### src/rtl/bch_stream_decoder.sv
// Handshaked t=2 binary BCH decoder over GF(2^M): Horner syndromes, division-free
// key equation and a sequential Chien search, one word in flight at a time.
module bch_stream_decoder #(
  parameter int M = 4,
  parameter logic [M:0] PRIM_POLY = 5'b10011,
  localparam int N = (1 << M) - 1
) (
  input  logic         clk,
  input  logic         rst,
  input  logic         in_valid,
  output logic         in_ready,
  input  logic [N-1:0] in_data,
  output logic         out_valid,
  input  logic         out_ready,
  output logic [N-1:0] out_data,
  output logic [N-1:0] out_err_vec,
  output logic [1:0]   out_err_cnt,
  output logic         out_uncorr,
  output logic [M-1:0] out_syn1,
  output logic [M-1:0] out_syn3
);

  localparam logic [M-1:0] LAST = M'(N - 1);

  typedef enum logic [2:0] {IDLE, SYND, KEY, CHIEN, DONE} state_t;

  state_t         state_reg, state_next;
  logic [N-1:0]   rword_reg;
  logic [N-1:0]   err_vec_reg;
  logic [M-1:0]   s1_reg, s3_reg;
  logic [M-1:0]   t1_reg, t2_reg;
  logic [M-1:0]   j_reg, i_reg;
  logic [1:0]     roots_reg, expected_reg;
  logic           uncorr_flag_reg;

  logic [M-1:0]   s1_sq, s1_cu, sigma2, chien_sum;
  logic [N-1:0]   corrected;
  logic           accept;

  function automatic logic [M-1:0] mul_a(input logic [M-1:0] x);
    return {x[M-2:0], 1'b0} ^ (x[M-1] ? PRIM_POLY[M-1:0] : '0);
  endfunction

  function automatic logic [M-1:0] mul_a3(input logic [M-1:0] x);
    return mul_a(mul_a(mul_a(x)));
  endfunction

  // Multiplying by alpha^-1: fold in the polynomial when bit 0 is set, then shift down.
  function automatic logic [M-1:0] div_a(input logic [M-1:0] x);
    logic [M:0] t;
    t = {1'b0, x} ^ (x[0] ? PRIM_POLY : '0);
    return t[M:1];
  endfunction

  function automatic logic [M-1:0] gf_mul(input logic [M-1:0] a, input logic [M-1:0] b);
    logic [M-1:0] p;
    p = '0;
    for (int k = M - 1; k >= 0; k--) begin
      p = mul_a(p) ^ (b[k] ? a : '0);
    end
    return p;
  endfunction

  assign s1_sq     = gf_mul(s1_reg, s1_reg);
  assign s1_cu     = gf_mul(s1_sq, s1_reg);
  assign sigma2    = s3_reg ^ s1_cu;
  assign chien_sum = s1_reg ^ t1_reg ^ t2_reg;
  assign in_ready  = (state_reg == IDLE) && !rst;
  assign accept    = in_valid && in_ready;

  for (genvar gi = 0; gi < N; gi++) begin : g_correct
    assign corrected[gi] = rword_reg[gi] ^ err_vec_reg[gi];
  end

  always_comb begin
    state_next = state_reg;
    case (state_reg)
      IDLE:    if (accept) state_next = SYND;
      SYND:    if (j_reg == '0) state_next = KEY;
      KEY:     state_next = (s1_reg == '0) ? DONE : CHIEN;
      CHIEN:   if (i_reg == LAST) state_next = DONE;
      DONE:    if (out_valid && out_ready) state_next = IDLE;
      default: state_next = IDLE;
    endcase
  end

  always_ff @(posedge clk) begin
    if (rst) state_reg <= IDLE;
    else     state_reg <= state_next;
  end

  always_ff @(posedge clk) begin
    if (rst) begin
      rword_reg       <= '0;
      err_vec_reg     <= '0;
      s1_reg          <= '0;
      s3_reg          <= '0;
      t1_reg          <= '0;
      t2_reg          <= '0;
      j_reg           <= '0;
      i_reg           <= '0;
      roots_reg       <= '0;
      expected_reg    <= '0;
      uncorr_flag_reg <= 1'b0;
      out_valid       <= 1'b0;
      out_data        <= '0;
      out_err_vec     <= '0;
      out_err_cnt     <= '0;
      out_uncorr      <= 1'b0;
      out_syn1        <= '0;
      out_syn3        <= '0;
    end else begin
      case (state_reg)
        IDLE: begin
          if (accept) begin
            rword_reg       <= in_data;
            s1_reg          <= '0;
            s3_reg          <= '0;
            j_reg           <= LAST;
            err_vec_reg     <= '0;
            roots_reg       <= '0;
            expected_reg    <= '0;
            uncorr_flag_reg <= 1'b0;
          end
        end
        SYND: begin
          s1_reg <= mul_a(s1_reg) ^ {{(M-1){1'b0}}, rword_reg[j_reg]};
          s3_reg <= mul_a3(s3_reg) ^ {{(M-1){1'b0}}, rword_reg[j_reg]};
          j_reg  <= j_reg - 1'b1;
        end
        KEY: begin
          t1_reg          <= s1_sq;
          t2_reg          <= sigma2;
          i_reg           <= '0;
          uncorr_flag_reg <= (s1_reg == '0) && (s3_reg != '0);
          if (s1_reg == '0)       expected_reg <= 2'd0;
          else if (sigma2 == '0)  expected_reg <= 2'd1;
          else                    expected_reg <= 2'd2;
        end
        CHIEN: begin
          // Locator evaluated at alpha^-i; a zero marks an error at position i.
          if (chien_sum == '0) begin
            err_vec_reg[i_reg] <= 1'b1;
            roots_reg          <= roots_reg + 2'd1;
          end
          t1_reg <= div_a(t1_reg);
          t2_reg <= div_a(div_a(t2_reg));
          i_reg  <= i_reg + 1'b1;
        end
        DONE: begin
          if (!out_valid) begin
            out_valid <= 1'b1;
            out_syn1  <= s1_reg;
            out_syn3  <= s3_reg;
            if (!uncorr_flag_reg && (roots_reg == expected_reg)) begin
              out_data    <= corrected;
              out_err_vec <= err_vec_reg;
              out_err_cnt <= expected_reg;
              out_uncorr  <= 1'b0;
            end else begin
              out_data    <= rword_reg;
              out_err_vec <= '0;
              out_err_cnt <= '0;
              out_uncorr  <= 1'b1;
            end
          end else if (out_ready) begin
            out_valid <= 1'b0;
          end
        end
        default: ;
      endcase
    end
  end

endmodule

### config.mk
export PLATFORM = sky130hd
export DESIGN_NAME = bch_stream_decoder
export DESIGN_NICKNAME = d
export VERILOG_FILES = /design/src/rtl/bch_stream_decoder.sv
export SDC_FILE = /design/constraint.sdc
export NUM_CORES = 1
export LEC_CHECK = 0
export CAP_MARGIN = 20
export CORE_MARGIN = 1.5
export CORE_UTILIZATION = 44
export CTS_CLUSTER_DIAMETER = 60
export DETAILED_ROUTE_END_ITERATION = 8
export GPL_ROUTABILITY_DRIVEN = 0
export GPL_TIMING_DRIVEN = 0
export PLACE_DENSITY_LB_ADDON = 0.05
export SLEW_MARGIN = 10
export SYNTH_ARGS = -nofsm -noshare
export SYNTH_HDL_FRONTEND = slang
export SYNTH_SLANG_ARGS = --single-unit
### constraint.sdc
create_clock -name clk -period 2 [get_ports clk]
set_input_delay 0.3 -clock clk [delete_from_list [all_inputs] [get_ports clk]]
set_output_delay 0.3 -clock clk [all_outputs]
set_load 0.03 [all_outputs]
==> results.txt <==
----------------------------------------------------
[Critical path]
  Gate family responsible for the most delay along the worst path ... buffers and inverters
  Maximum fanout encountered on the critical timing path ... 10
  Buffers plus inverters on the worst setup path ... 4
  Data required time of the critical path ... 1700 ps
  Crit path depth ... 5
  Crit. End Element ... primary output
  Kind of launch point of the worst setup path ... input pin
  Worst Path Class, Setup ... in -> out
  Biggest cell delay along the critical path ... 480 ps
  Slowest stage cell on the critical path ... sky130_fd_sc_hd__clkdlybuf4s50_1
  Cell repeated most along the worst path ... sky130_fd_sc_hd__buf_6
  Cells on worst reg2reg path ... 7
  Critical path cell sequence ... clkdlybuf4s50_1 > buf_6 > buf_4 > nor4_4 > buf_6
  Arrival time of data at the critical path endpoint ... around 1700 ps

[Yosys]
  Syn Area/Cell ... between 8 and 9 um^2
  Combined area of all synthesized cells ... slightly below 5000 um^2
  Async set-or-reset flop fraction in the synthesized netlist ... 0%
  Number of synthesized flops with an enable pin ... 0
  Warnings from Yosys ... 0
  Count of unique library cells instantiated by Yosys ... between 40 and 50
  Most frequently used flop master after synthesis ... sky130_fd_sc_hd__dfxtp_1
  Gate count after technology mapping ... ~570
  Sequential element share of the synthesized area ... 42.8%
  Synthesized net count ... 607
  #FFs+latches synth ... 104

[Power and ir drop]
  Combinational cell fraction of total power ... 26.8%
  Sw Share ... 34.6%
  Worst IR Drop VDD ... 0.000500 V
  Power consumption ... 4.95 mW
  NetSw ... approximately 1.7 mW
  Power density relative to cell area ... 822 nW/um^2
  Power Internal ... 3.24 mW
  Portion of total power attributed to sequential cells ... 48.2%
  Leak Pwr ... 2.18 nW
  Clock share of power ... 25.0%

[Route]
  Antenna-violating nets left ... 0
  DRC marker count from the first detailed-route iteration ... 224
  Highest routed layer ... met4
  Vias ... 4256
  Average wire per standard cell ... 16.7 um
  Detailed-route wire length ... between 10 and 15 mm
  Pre-Repair DR Iteration Count ... 7
  Drt drc ... 0
  Total length of routed met3 wires ... about 740 um
  Routed length on met2 ... approximately 5.9 mm
  Detailed-route vias per instance ... approximately 5.3
  Met1 layer wirelength in the final routing ... 6.37 mm

[STA]
  Setup TNS ... 0 ps
  Setup repair after global routing missed its margin ... true
  Slew Viols, Final ... 0
  Time the worst path needs with I/O delays and setup ... a little under 2000 ps
  Slew headroom ... 54.0%
  Worst-case clock skew ... 17.0 ps
  Endpoints failing setup ... 0
  Post-route clock period utilization ... 97.3%
  Number of endpoints with negative hold slack in the final report ... 0
  Transition time at the pin with the least slew margin ... 690 ps
  Highest clock rate ... 514 MHz

[Layout]
  Commonest non-fill, non-tap cell in the layout ... sky130_fd_sc_hd__nand2_1
  Layout cells sized above 1 ... 11.4%
  Nets@finish ... 686
  Highest-count cells in the layout ignoring fill and taps ... sky130_fd_sc_hd__nand2_1 (107), sky130_fd_sc_hd__dfxtp_1 (99), sky130_fd_sc_hd__clkdlybuf4s50_1 (60), sky130_fd_sc_hd__nor2_1 (58), sky130_fd_sc_hd__a21oi_1 (42)
  Final Instance Count excl. Fillers ... 798
  Syn-to-layout area delta ... 23.9%
  N_diodes ... 0
  Post-route cell area ... 6020 um^2

[Worst hold path]
  Class of the tightest hold or removal check ... in -> reg
  Count of cells along the worst hold path ... 3

[Placed design]
  Number of placed instances with taps included ... 775
  IO buf count ... 61
  Placement Cell Area ... 5650 um^2
  Half-perimeter wire length of the detailed placement result ... 9.70 mm

[GRT]
  Wire length of the first global-routing pass ... 21.3 mm
  Largest net degree at the start of global routing ... 19
  Total GRT Usage ... 24.0%
  Number of global-route vias before repair ... 3998
  Initial antenna violation count ... 0
  Overflow left after global routing ... 0

[Die]
  Die width ... 108 um
  Core area ... 10800 um^2
  Top-Level Pins ... 62
  Height of the chip ... 108 um
  Initial standard-cell utilization of the core ... 45.0%
  Standard-cell row count ... 38
  Die Outline Area ... 11700 um^2

[CTS]
  Number of clock buffers inserted by TritonCTS ... 9
  Total number of clock tree sinks ... around 100
  Post-cts hold buffer count ... 0
  Cell at the root of the clock tree ... sky130_fd_sc_hd__clkbuf_8
  Max Root-Sink Buffers ... 2
  Insertion delay to the later sink of the worst-skew pair ... between 300 and 400 ps
  H-tree levels ... 3
  Clock tree from TritonCTS ... yes
  Reg clk slew, reported paths ... approximately 100 ps

[Status]
  Outcome ... completed

[Run]
  Max-cap check violation count ... 0

----------------------------------------------------
final cells by class:
cell class | count | area [um^2]
fillers | 1019 | 4770
inverters | 12 | 45.0
clock inverters | 7 | 50.0
clock buffers | 9 | 124
plain buffers | 39 | 226
well taps | 140 | 175
repair buffers | 70 | 679
multi-input cells | 417 | 2630
flip-flops and latches | 104 | 2100
synthesized netlist by cell type, types with 2 or more instances:
cell type	n	area share, %
sky130_fd_sc_hd__nand2_1	107	8.3
sky130_fd_sc_hd__dfxtp_1	104	43
sky130_fd_sc_hd__nor2_1	60	4.6
sky130_fd_sc_hd__a21oi_1	42	4.3
sky130_fd_sc_hd__clkbuf_1	26	2.0
sky130_fd_sc_hd__nand3_1	26	2.7
sky130_fd_sc_hd__xor2_1	23	4.1
sky130_fd_sc_hd__xnor2_1	20	3.6
sky130_fd_sc_hd__a211oi_1	19	2.9
sky130_fd_sc_hd__a31oi_1	17	2.2
sky130_fd_sc_hd__nand3b_1	16	2.5
sky130_fd_sc_hd__ha_1	14	3.6
sky130_fd_sc_hd__inv_1	12	0.93
sky130_fd_sc_hd__mux2i_1	11	2.3
sky130_fd_sc_hd__nor3_1	7	0.72
sky130_fd_sc_hd__buf_1	6	0.46
sky130_fd_sc_hd__buf_2	6	0.62
sky130_fd_sc_hd__nand2b_1	6	0.77
sky130_fd_sc_hd__nor2b_1	5	0.64
sky130_fd_sc_hd__a21o_1	3	0.46
sky130_fd_sc_hd__a221oi_1	3	0.54
sky130_fd_sc_hd__mux4_2	3	1.4
sky130_fd_sc_hd__nor4b_1	3	0.54
sky130_fd_sc_hd__o211ai_1	3	0.46
sky130_fd_sc_hd__o21ai_0	3	0.31
sky130_fd_sc_hd__a22oi_1	2	0.31
sky130_fd_sc_hd__and2_1	2	0.26
sky130_fd_sc_hd__buf_6	2	0.46
sky130_fd_sc_hd__nor3b_1	2	0.31
sky130_fd_sc_hd__nor4_1	2	0.26
sky130_fd_sc_hd__xnor3_1	2	0.93
per-stage QoR:
step           hold WS [ps]  setup WS [ps]  util (%)
2_1_floorplan           399           84.1         -
3_3_place_gp            445           -718      52.4
3_5_place_dp            446           -699      52.4
4_1_cts                 405          -16.3      54.9
5_1_grt                 415          -19.0      55.8
6_report                425           54.1      55.8
worst min-delay path: stages:
cell and delay (ps):
sky130_fd_sc_hd__clkdlybuf4s50_1 390, sky130_fd_sc_hd__nand2_1 50, sky130_fd_sc_hd__nand2_1 40
cells by family after synthesis:
group | Yosys count | synth area share [%]
simple gates | 244 | 23.2
compound gates | 98 | 12.7
fa+ha+maj | 14 | 3.60
xor+xnor | 46 | 9.17
flops | 104 | 42.8
buf+inv | 53 | 4.63
mux | 15 | 3.89
power by group through the flow:
stage               sequential, mW  combinational (mW)  clock, mW
floorplan                     2.44               0.827          0
global placement              2.42                1.23          0
detailed placement            2.42                1.25          0
CTS                           2.37                1.30       1.29
global route                  2.41                1.44       1.35
finish                        2.39                1.33       1.24
final timing paths:
check                                               from                            to  slack (ps)
worst max-delay path                                 rst                      in_ready          50
worst min-delay path                          in_data[8]     rword_reg[8]$_SDFFE_PP0P_         420
worst max register to register    s1_reg[1]$_SDFFE_PP0P_  expected_reg[1]$_SDFFE_PP0P_          80
worst min register to register  out_syn1[1]$_SDFFE_PP0P_      out_syn1[1]$_SDFFE_PP0P_         460
per-layer routing:
layer	vias to the layer above	global-route usage, %
li1	2101	-
met1	2014	33.6
met2	119	35.4
met3	22	5.79
met4	0	9.96
met5	-	0
what timing repair did:
action	in CTS	in global routing
gates resized for setup	30	27
pin swaps	2	8
setup buffers	5	4
gates cloned	0	0
setup endpoints to repair	33	73
Power figures use the tool's default switching activity.
